==> config.mk <==
export PLATFORM = sky130hd
export DESIGN_NAME = fetch_ifid_stage
export DESIGN_NICKNAME = d
export VERILOG_FILES = /design/src/rtl/fetch_ifid_stage.sv
export SDC_FILE = /design/constraint.sdc
export NUM_CORES = 1
export LEC_CHECK = 0
export ABC_AREA = 0
export CAP_MARGIN = 0
export CORE_MARGIN = 2
export CORE_UTILIZATION = 45
export CTS_CLUSTER_DIAMETER = 100
export DETAILED_ROUTE_END_ITERATION = 6
export PLACE_DENSITY = 0.83
export SETUP_SLACK_MARGIN = 0.02
export SYNTH_ARGS = -nofsm -noshare
export SYNTH_HDL_FRONTEND = slang
export SYNTH_SLANG_ARGS = --single-unit
==> constraint.sdc <==
create_clock -name CLOCK -period 2 [get_ports CLOCK]
set_input_delay 0.3 -clock CLOCK [delete_from_list [all_inputs] [get_ports CLOCK]]
set_output_delay 0.3 -clock CLOCK [all_outputs]
set_load 0.005 [all_outputs]
==> src/rtl/fetch_ifid_stage.sv <==
// Fetch stage with PC, single-outstanding imem handshake, skid buffer and IF/ID register.
// Optional IFID_PERF_CNT_EN adds saturating stall and bubble counters.
module fetch_ifid_stage #(
  parameter logic [31:0] RESET_PC  = 32'h00400000,
  parameter logic [31:0] NOP_INSTR = 32'h00000000
) (
  input  logic        CLOCK,
  input  logic        RESET,
  input  logic        STALL_IFID,
  input  logic        FLUSH_IFID,
  input  logic [31:0] AltPC_IN,
  input  logic        AltPCEnable_IN,
  output logic        IMemReq_OUT,
  output logic [31:0] IMemAddr_OUT,
  input  logic        IMemReady_IN,
  input  logic [31:0] IMemData_IN,
  output logic [31:0] Instr_OUT,
  output logic [31:0] PCPlus4_OUT,
`ifdef IFID_PERF_CNT_EN
  output logic [31:0] StallCount_OUT,
  output logic [31:0] BubbleCount_OUT,
`endif
  output logic        Valid_OUT
);

  typedef enum logic {REQ, HOLD} state_t;

  state_t      state, state_n;
  logic [31:0] pc, pc_n;
  logic [31:0] buf_instr, buf_instr_n;
  logic [31:0] buf_pc4, buf_pc4_n;
  logic [31:0] instr_q, instr_n;
  logic [31:0] pc4_q, pc4_n;
  logic        valid_q, valid_n;
  logic        stall;
  logic        bubble;
  logic [31:0] pc_plus4;
  logic [31:0] alt_pc;

  // A lone flush still has to freeze fetch.
  assign stall    = STALL_IFID | FLUSH_IFID;
  assign pc_plus4 = pc + 32'd4;
  assign alt_pc   = AltPC_IN & ~32'd3;

  assign IMemReq_OUT  = (state == REQ);
  assign IMemAddr_OUT = pc;
  assign Instr_OUT    = instr_q;
  assign PCPlus4_OUT  = pc4_q;
  assign Valid_OUT    = valid_q;

  always_comb begin
    state_n     = state;
    pc_n        = pc;
    buf_instr_n = buf_instr;
    buf_pc4_n   = buf_pc4;
    instr_n     = instr_q;
    pc4_n       = pc4_q;
    valid_n     = valid_q;
    bubble      = 1'b0;
    if (state == REQ) begin
      unique case (1'b1)
        (~stall & AltPCEnable_IN): begin
          pc_n   = alt_pc;
          bubble = 1'b1;
        end
        (~stall & ~AltPCEnable_IN & IMemReady_IN): begin
          instr_n = IMemData_IN;
          pc4_n   = pc_plus4;
          valid_n = 1'b1;
          pc_n    = pc_plus4;
        end
        (stall & IMemReady_IN): begin
          buf_instr_n = IMemData_IN;
          buf_pc4_n   = pc_plus4;
          state_n     = HOLD;
          bubble      = FLUSH_IFID;
        end
        (~IMemReady_IN & (stall | ~AltPCEnable_IN)): begin
          bubble = ~(STALL_IFID & ~FLUSH_IFID);
        end
        default: ;
      endcase
    end else begin
      unique case (1'b1)
        stall: begin
          bubble = FLUSH_IFID;
        end
        (~stall & AltPCEnable_IN): begin
          pc_n    = alt_pc;
          bubble  = 1'b1;
          state_n = REQ;
        end
        (~stall & ~AltPCEnable_IN): begin
          instr_n = buf_instr;
          pc4_n   = buf_pc4;
          valid_n = 1'b1;
          pc_n    = pc_plus4;
          state_n = REQ;
        end
        default: ;
      endcase
    end
    if (bubble) begin
      instr_n = NOP_INSTR;
      pc4_n   = 32'd0;
      valid_n = 1'b0;
    end
  end

  always_ff @(posedge CLOCK or negedge RESET) begin
    if (!RESET) begin
      state     <= REQ;
      pc        <= RESET_PC;
      buf_instr <= 32'd0;
      buf_pc4   <= 32'd0;
      instr_q   <= NOP_INSTR;
      pc4_q     <= 32'd0;
      valid_q   <= 1'b0;
    end else begin
      state     <= state_n;
      pc        <= pc_n;
      buf_instr <= buf_instr_n;
      buf_pc4   <= buf_pc4_n;
      instr_q   <= instr_n;
      pc4_q     <= pc4_n;
      valid_q   <= valid_n;
    end
  end

`ifdef IFID_PERF_CNT_EN
  always_ff @(posedge CLOCK or negedge RESET) begin
    if (!RESET) begin
      StallCount_OUT  <= 32'd0;
      BubbleCount_OUT <= 32'd0;
    end else begin
      if (stall && StallCount_OUT != 32'hFFFFFFFF)
        StallCount_OUT <= StallCount_OUT + 32'd1;
      if (bubble && BubbleCount_OUT != 32'hFFFFFFFF)
        BubbleCount_OUT <= BubbleCount_OUT + 32'd1;
    end
  end
`endif

endmodule

==> results.md <==
Finish:
- Compared with the post-synthesis result, the final layout area differs by 40.3%.
- In the final layout, the multi-input gates occupy 3130 um2.
- The final standard cell utilization of the core is 64.0%.
- The sequential cells in the finished layout cover a total of around 3900 um2.
- The post-route cell area is 10100 um2.
- The net count of the finished layout is 940.
- The total inserted antenna cells is 0.
- The filler cells instantiated in the layout total approximately 1300.
- The proportion of layout cells with a drive suffix above 1 is 16.8%.

Power:
- The combinational cell fraction of total power is between 20% and 30%.
- The design draws between 9 and 10 mW.
- The worst-case IR drop observed on VDD is 0.000604 V.
- The register share of total power is between 40 and 50%.
- The leakage component of the power is between 4 and 5 nW.
- Of the total power, the share spent switching nets is between 20 and 30%.
- In this run the power spent charging and discharging nets is 2.58 mW.
- In this run, the clock network consumes around a third of the power.
- The power per unit of standard cell area is 915 nW/um2.
- Internal power comes to around 6.7 mW.

Floorplanning:
- Once the floorplan was initialized, standard cells occupied between 40% and 50% of the core.
- The floorplan die width is approximately 130 um.
- The die extent in y is 130 um.
- The I/O pin total is between 150 and 200.
- The number of standard-cell rows in the floorplan is between 40 and 50.
- The floorplan core area is roughly 16000 um2.
- The floorplan die area is about 17000 um2.

Drt:
- The wire length reported by the detailed router is slightly below 20 mm.
- The DRC violation count after routing is 0.
- The average wire per standard cell is 18.0 um.
- The first routing iteration left just over 400 violations.
- The via count of the routed design is between 6000 and 7000.
- In the routed layout, each cell is associated on average with a via count of approximately 5.6.
- The number of search-and-repair iterations in the first detailed-routing pass is 5.
- The number of antenna-violating nets in the routed design is 0.

Global route:
- The met3 track demand over resource in global routing is ~5.8%.
- For this run, global-route usage on met2 was measured as 37.0%.
- The first-pass GRT wire length is ~31 mm.
- The remaining global-route overflow is 0.
- Global routing used a little under a quarter of the available tracks.
- The number of antenna violations at the first check in global routing is 0.
- The largest net degree at the start of global routing is 64.
- For this run, global-route usage on met1 was measured as a little under a third.
- The via count of the first global-routing pass is ~6100.
- The layer flagged by global routing as most heavily used is met2.

Timing:
- Static timing analysis puts the maximum clock frequency at roughly 520 MHz.
- The total count of hold-check failures in the final report is 0.
- Setup repair after global routing left no endpoint under its margin.
- Counting I/O delays and the setup requirement, the final critical path takes between 1.5 and 2 ns.
- After routing, the total negative slack on setup checks comes to 0 ns.
- In the finished design, the share of the clock period the worst path needs comes to between 90% and 100%.
- On the final layout, the worst clock skew is between 0.01 and 0.015 ns.
- The transition time of the tightest slew-check pin is roughly 0.73 ns.
- The final number of max-transition violations was 0.
- In this run the tightest slew margin relative to its limit is 51.0%.
- The worst hold slack is around 0.40 ns.
- The count of endpoints failing setup in the final report is 0.

CTS:
- TritonCTS built the clock tree.
- The CTS H-tree depth is 4.
- After clock tree synthesis, the clock-pin slew on the worst setup and hold paths is roughly 0.07 ns.
- The TritonCTS sink count is ~160.
- The clock tree root driver cell is clkbuf_16.
- The number of CTS-inserted buffers is 17.
- The insertion delay to the later sink of the worst-skew pair is about 0.42 ns.
- Counting along the longest clock path gives a buffer depth of 2.

Setup path:
- The required time at the worst-slack endpoint is approximately 2.3 ns.
- The sort of element at the start of the critical path is a flop.
- The type of destination of the critical path is a flop.
- The signal on the critical path passes through ha_4, nand4_1, nor4_4, buf_6, and3_4, o21ai_0, a221o_1.
- At the worst endpoint, the arrival time is 2.27 ns.
- The largest stage delay on the critical path is ~0.43 ns.
- The highest net fanout along the worst path is 9.
- The setup path with the least slack is of type flop to flop.
- The largest individual stage delay along the critical path comes from the cell dfrtp_2.

Synth:
- In the synthesized netlist, the cells that appear most often are 155 x dfrtp_1, 88 x o21ai_0, 70 x nand2_1, 54 x nor2_1, 39 x clkbuf_1.
- By area the synthesized netlist is led by dfrtp_1 54%, o21ai_0 6.1%, mux2_2 5.3%, mux2i_1 5.0%, nand2_1 3.7%.
- The top cell type's share of synthesized area is between 50% and 60%.
- The number of flip-flops and latches in the synthesized netlist is roughly 160.
- Of the synthesized area, sequential elements account for 54.3%.
- The mapped netlist covers slightly above 7000 um2.
- Among all flip-flop cells after synthesis, the most frequent one is dfrtp_1.
- The gate count of the mapped netlist is 684.
- The most repeated cell in the gate-level netlist after synthesis is dfrtp_1.
- For this run, the number of Yosys warnings is 0.
- The count of flip-flops with a built-in enable after synthesis is 0.
- Dividing the synthesized area by the synthesized cell count gives roughly 11 um2.
- The top cell type by total area after synthesis is dfrtp_1.
- In the synthesized netlist the async set-or-reset flop fraction comes to between 90% and 100%.
- The number of distinct library cells after synthesis is 51.

Run:
- The tool flagged a number of max-cap violations equal to 0.

Placed design:
- The number of buffers added on ports is 161.
- The global placement routability congestion is about 0.86.
- Once detailed placement completed, the half-perimeter wirelength came to 13.2 mm.
- The post-placement cell area is 9430 um2.

Worst hold path:
- The path class of the tightest hold or removal check is input pin to async pin.

Status:
- The run finished with clean final reports.
==> cell type report <==
| cell class | count | share of cell area, % |
|---|---|---|
| Clock buffer | 19 | 4.39 |
| Clock inverter | 11 | 1.19 |
| Inverter | 6 | 0.260 |
| Multi-Input combinational cell | 470 | 31.0 |
| Sequential cell | 156 | 38.8 |
| Tap cell | 216 | 2.68 |
| Timing Repair Buffer | 218 | 21.7 |
==> repair_timing <==
action	in CTS	in global routing
hold buffers	1	0
resized for setup	4	12
setup endpoints to repair	3	25
pin swaps	1	5
setup buffers	1	1
hold endpoints to repair	44	0
==> layout by cell type (no fill, tap or decap), types with 11 or more instances in the layout <==
| master | Yosys | final |
|---|---|---|
| a32oi_1 | 16 | 16 |
| dfrtp_1 | 155 | 150 |
| nor2_1 | 54 | 54 |
| nand3_1 | 12 | 12 |
| buf_4 | 6 | 44 |
| a21oi_1 | 38 | 38 |
| clkdlybuf4s50_1 | 0 | 159 |
| buf_12 | 0 | 11 |
| mux2i_1 | 36 | 36 |
| mux2_2 | 34 | 34 |
| o21ai_0 | 88 | 87 |
| nand2_1 | 70 | 70 |
| clkbuf_16 | 0 | 17 |
| xor2_1 | 15 | 13 |
==> stage by stage <==
step                instances  setup slack, ns
global route             1096          0.00587
floorplan                 687         -0.00160
finish                   1096           0.0678
detailed placement       1063           -0.182
global placement         1063           -0.133
CTS                      1095        0.0000316
==> kinds of logic (layout without fill, tap and decap cells) <==
family	Yosys count	in the layout	share of synthesized area [%]
buf+inv	61	254	3.84
simple gates	175	175	11.8
xor+xnor	25	25	3.04
compound gates	195	195	16.5
flops	156	156	54.3
other cells	1	4	0.0521
fa+ha+maj	1	1	0.174
mux	70	70	10.3
==> flip-flops by register name (all words and copies together) (netlist names) <==
register and flops:
IMemAddr_OUT 30, Instr_OUT 32, PCPlus4_OUT 30, Valid_OUT 1
buf_instr 32, buf_pc4 30, state 1
==> worst max-delay path: cells and delay by family (launching register included) <==
family          cells  cell delay [ns]
flops               1             0.43
compound gates      2             0.42
fa+ha+maj           1             0.15
simple gates        3             0.67
buf+inv             1             0.18
==> power groups by stage <==
stage / sequential [mW] / clock (mW) / combinational, mW
6_report: 4.05 / 3.13 / 2.05
5_1_grt: 4.11 / 3.33 / 2.25
4_1_cts: 4.04 / 3.18 / 2.04
3_5_place_dp: 4.09 / 0 / 2.02
3_3_place_gp: 4.06 / 0 / 1.95
2_1_floorplan: 4.05 / 0 / 1.00
==> worst paths after layout <==
| check | depth (start not counted) | slack, ns | endpoint | from |
|---|---|---|---|---|
| hold reg to reg | 2 | 0.48 | Instr_OUT[24]$_DFFE_PN0P_ | Instr_OUT[24]$_DFFE_PN0P_ |
| hold / removal | 2 | 0.40 | buf_pc4[16]$_DFFE_PN0P_ | RESET |
| min in group CLOCK | 3 | 0.46 | IMemAddr_OUT[3]$_DFFE_PN0P_ | AltPC_IN[3] |
| setup / recovery | 7 | 0.07 | IMemAddr_OUT[22]$_DFFE_PN1P_ | IMemAddr_OUT[2]$_DFFE_PN0P_ |
| max in group asynchronous | 3 | 0.91 | Valid_OUT$_DFFE_PN0P_ | RESET |
| setup reg to reg | 7 | 0.07 | IMemAddr_OUT[22]$_DFFE_PN1P_ | IMemAddr_OUT[2]$_DFFE_PN0P_ |
==> layer usage <==
layer | wire length (um) | vias to the layer above
li1 | - | 2813
met1 | 8490 | 3011
met2 | 9490 | 224
met3 | 1380 | 37
met4 | 391 | 0
met5 | 0 | -
(Power assumes the default switching activity.)
